`src/rtl/ps4_priority_select.sv`:
```
// Fixed-priority grant selector: highest-indexed request wins, gated by en.
// Combinational grant/index/valid plus a one-cycle registered copy.
module ps4_priority_select #(
   parameter int WIDTH = 4,
   localparam int IDX_W = $clog2(WIDTH)
) (
   input  logic             clock,
   input  logic             reset,
   input  logic [WIDTH-1:0] req,
   input  logic             en,
   output logic [WIDTH-1:0] gnt,
   output logic [IDX_W-1:0] gnt_idx,
   output logic             gnt_vld,
   output logic [WIDTH-1:0] gnt_q,
   output logic [IDX_W-1:0] gnt_idx_q,
   output logic             gnt_vld_q
);

   logic [WIDTH-1:0] gnt_d;
   logic [IDX_W-1:0] gnt_idx_d;
   logic             gnt_vld_d;

   // Each bit is masked by any request above it; the top bit has no mask.
   for (genvar gi = 0; gi < WIDTH; gi++) begin : g_prio
      if (gi == WIDTH-1) begin : g_top
         assign gnt[gi] = en & req[gi];
      end else begin : g_lower
         assign gnt[gi] = en & req[gi] & ~(|req[WIDTH-1:gi+1]);
      end
   end

   // gnt is at most one-hot, so OR-ing the indices of set bits yields the encoding.
   always_comb begin
      gnt_idx = '0;
      for (int i = 0; i < WIDTH; i++) begin
         if (gnt[i]) begin
            gnt_idx = gnt_idx | IDX_W'(i);
         end
      end
   end

   assign gnt_vld = |gnt;

   always_comb begin
      gnt_d     = gnt;
      gnt_idx_d = gnt_idx;
      gnt_vld_d = gnt_vld;
   end

   always_ff @(posedge clock or posedge reset) begin
      if (reset) begin
         gnt_q     <= '0;
         gnt_idx_q <= '0;
         gnt_vld_q <= 1'b0;
      end else begin
         gnt_q     <= gnt_d;
         gnt_idx_q <= gnt_idx_d;
         gnt_vld_q <= gnt_vld_d;
      end
   end

endmodule

```
`config.mk`:
```
export PLATFORM = sky130hd
export DESIGN_NAME = ps4_priority_select
export DESIGN_NICKNAME = d
export VERILOG_FILES = /design/src/rtl/ps4_priority_select.sv
export SDC_FILE = /design/constraint.sdc
export NUM_CORES = 1
export LEC_CHECK = 0
export BUFFER_PORTS_ARGS = -buffer_cell sky130_fd_sc_hd__buf_2
export CORE_AREA = 2 2 39 41
export CTS_CLUSTER_DIAMETER = 200
export DETAILED_ROUTE_END_ITERATION = 8
export DIE_AREA = 0 0 41 43
export PLACE_DENSITY_LB_ADDON = 0.15
export SYNTH_ARGS = -nofsm -noshare
export SYNTH_HDL_FRONTEND = slang
export SYNTH_SLANG_ARGS = --single-unit
```
`constraint.sdc`:
```
create_clock -name clock -period 1 [get_ports clock]
set_clock_uncertainty 0.05 [all_clocks]
set_input_delay 0.05 -clock clock [delete_from_list [all_inputs] [get_ports clock]]
set_output_delay 0.05 -clock clock [all_outputs]
set_load 0.01 [all_outputs]
```
## After elaboration in Yosys (flattened, before gate mapping)

Cells that the tools add are included.

- Bitwise logic cells: 10
- Mux-type cells: 3
- Reductions and logical operators: 3

Operators by type and width:

| cell | count |
|---|---|
| $and A1 B1 Y1 | 7 |
| $mux W2 | 2 |
| $reduce_or A4 Y1 | 1 |
| $not A1 Y1 | 3 |
| $reduce_or A3 Y1 | 1 |
| $reduce_or A2 Y1 | 1 |
| $mux W1 | 1 |

- Output and inout bits: 14
- Register bits after elaboration: 7
- Logic and storage cells: 19
- Input bits: 7

## Logic depth before layout (Yosys ltp)

- Depth in word-level cells: 6
- Depth in mapped cells: 2
- Gate-level depth less buffers: 2

## Worst setup path after synthesis

No wires, ideal clock.

- Path kind: input -> register
- Start point: in req[3]
- End point: reg gnt_vld_q
- Setup slack: 295 ps
- Arrival time: 502 ps
- Required time: 797 ps
- Path buffers: 0
- Cell stages on the path: 1
- Library setup time: 153 ps
- Cell sequence: o41a_1

- Cells in the longest elaborated chain, start to end: 4
- Elaborated cells on any way between the ends: 10
- Classes of those cells: 7 x bitwise; 3 x reduce/logical

RTL lines:

| item | RTL line | RTL |
|---|---|---|
| start, declared | 9 | `input logic [WIDTH-1:0] req,` |
| $reduce_or A3 Y1 / $reduce_or A2 Y1 (equally long branches) | 28 | `assign gnt[gi] = en & req[gi] & ~(\|req[WIDTH-1:gi+1]);` |
| $not A1 Y1 | 28 |  |
| $and A1 B1 Y1 | 28 |  |
| $reduce_or A4 Y1 * | 42 | `assign gnt_vld = \|gnt;` |
| end signal, assigned | 58 | `gnt_vld_q <= gnt_vld_d;` |
| end, declared | 16 | `output logic gnt_vld_q` |

Every way passes the cells marked *; elsewhere a longest branch is shown, timed or not.

## Final worst setup path

- Start point: in req[3]
- End point: out gnt_vld

- Cells in the longest elaborated chain, start to end: 4
- Elaborated cells on any way between the ends: 10
- Classes of those cells: 7 x bitwise; 3 x reduce/logical

RTL lines:

| item | RTL line | RTL |
|---|---|---|
| $reduce_or A3 Y1 / $reduce_or A2 Y1 (equally long branches) | 28 |  |
| $not A1 Y1 | 28 |  |
| $and A1 B1 Y1 | 28 |  |
| $reduce_or A4 Y1 * | 42 |  |
| end, declared | 13 | `output logic gnt_vld,` |

Marked as above.

==> flow_summary.toml <==
[run_status]
status = "finished, final reports clean"

[synthesis]
syn_nets = 25
synth_area_leaders = "dfrtp_1 (71%), nor2b_1 (5.1%), o41a_1 (4.6%)"
yosysWarnings = 0
yosys.area.top_type = "dfrtp_1"
ys_ff_latch = 7
synth.distinct_cells = 10
synth_cells = 18
avgSynthCellArea_sq_um = 13.6
yosysTopAreaCellShare_pct = 71.4
yosysSeqAreaShare_pct = 71.4
syn_area_sq_um = 245

[finish]
layout_commonest_cell = "buf_2"
nets = 52
finalCoreUtilization_pct = 29.7
design_area_sq_um = 412
insertedDiodeCount = 0
area_delta_synth_final_pct = 67.9
drive_gt1_share_pct = 54.5
mostFrequentLayoutCells = "buf_2 (20), dfrtp_1 (7), clkbuf_4 (3)"

[timing]
setup-violations-final = 0
tns_ns = 0
grt_setup_unrepaired = "false"
period_share_pct = 85.2
finalMaxSlewViolations = 0
worst_slack_ns = 0.148
slew_headroom_pct = 83.3
min_period_ns = 0.852
hold_viol_final = 0
fmax_mhz = 1170
worst_pin_slew_ns = 0.250

[routing]
dr.pass1.iters = 1
drt_iter0_markers = 0
wirelength_um = 558
postRouteAntennaNets = 0
wl_per_cell_um = 9.30
vias = 233
viasPerCell = 3.88
drc_errors = 0

[placed_design]
dpl-instance-area_sq_um = 365
dp_slack_ns = 0.138
dp_hpwl_um = 486
port_buffers = 20
place_congestion = 0.661

[setup_path]
start_kind = "input pin"
max_stage_delay_ns = 0.43
crit_path_top_delay_cell = "o41a_1"
worstPathRequired_ns = 0.90
cpMostUsedCell = "buf_2"
crit_fanout = 5
critPathKind = "input pin to output port"
worst_ep_arrival_time_ns = 0.75
setup.worst_path.end_class = "output port"
worstPathCellList = "buf_2 -> o41a_1 -> buf_2"

[global_routing]
grt_pass1_vias = 220
grt_first_pass_wirelength_um = 862
antenna_found_initial = 0
grtUsageTotal_pct = 8.11
overflow = 0
grt_max_degree = 8

[clock_network]
cts_buffers = 3
htree_num_levels = 1
clkSinkCount = 7
postCtsSetupBuffers = 0
clk_pin_slew_worst_paths_ns = 0.05
cts-root-buf = "clkbuf_4"
cts_tree = "built"
clockBufferDepth = 2

[floorplan]
core_area_sq_um = 1380
rows = 14
die-width_um = 41
initial_utilization_pct = 17.7
io_pins = 21
die_area_sq_um = 1760
die_height_um = 43

[power_and_ir_drop]
p_per_area_nw_per_um2 = 1520
vdd_ir_drop_max_v = 0.000371
leakagePower_nw = 0.242

[flow_run]
cap_viol_max_count = 0

[worst_hold_path]
worst_hold_path_type = "input pin to register"
[area by class of cell]
type                    count  area, sq um
inverters                   1         3.75
repair buffers             22          120
well taps                  16         20.0
flip-flops and latches      7          175
multi-input cells          10         66.3
fillers                   154          972
clock buffers               4         26.3
[final timing paths]
check / from / slack [ns] / depth (start not counted) / endpoint
setup / recovery: req[3] / 0.15 / 3 / gnt_vld
hold / removal: req[0] / 0.04 / 2 / gnt_vld_q
max in group asynchronous: reset / 0.48 / 3 / gnt_q[1]
min in group asynchronous: reset / 0.22 / 3 / gnt_idx_q[1]
[metal layers]
metal  up-vias  part of all wire, %  track usage [%]
met2        13                   51             10.6
li1        112                    -                -
met1       106                   37             8.28
met5         -                    0                0
met3         2                  8.8             1.57
met4         0                  3.4             12.0
[synthesized netlist by cell type]
cell type  n
dfrtp_1    7
nor2_1     2
nor2b_1    2
and2_2     1
and3_1     1
and4b_1    1
inv_1      1
nand2_1    1
o21a_1     1
o41a_1     1
[stage by stage]
| stage | cells | total power [mW] | hold WS, ns |
|---|---|---|---|
| finish | 60 | 0.627 | 0.0352 |
| global route | 60 | 0.671 | 0.0525 |
| CTS | 60 | 0.645 | 0.0384 |
| detailed placement | 54 | 0.387 | -0.0613 |
| global placement | 54 | 0.386 | -0.0616 |
| floorplan | 18 | 0.340 | -0.197 |
[cells by family (layout without fill, tap and decap cells)]
group | Yosys count | count (layout) | share of synthesized area (%)
AND/OR/NAND/NOR | 8 | 8 | 19.4
AO/OA/AOI/OAI | 2 | 2 | 7.65
flip-flops | 7 | 7 | 71.4
buffers and inverters | 1 | 27 | 1.53
[what timing repair did]
action / in CTS / in global routing
hold endpoints to repair: 8 / 0
gates resized for setup: 0 / 0
hold buffers: 2 / 0
[sequential cells by signal (all words and copies together), names as in the netlist]
name	cells
gnt_q	4
gnt_idx_q	2
gnt_vld_q	1
[where the power goes]
group,internal [mW],switching (mW),leakage (nW)
logic,0.0398,0.0461,0.137
clock network,0.151,0.0907,0.0150
registers,0.297,0.00262,0.0906
[worst max-delay path: cells and delay by family]
kind	cells	cell delay, ns
compound gates	1	0.43
buf+inv	2	0.27
Note: power is estimated with default switching activity, not from simulation.
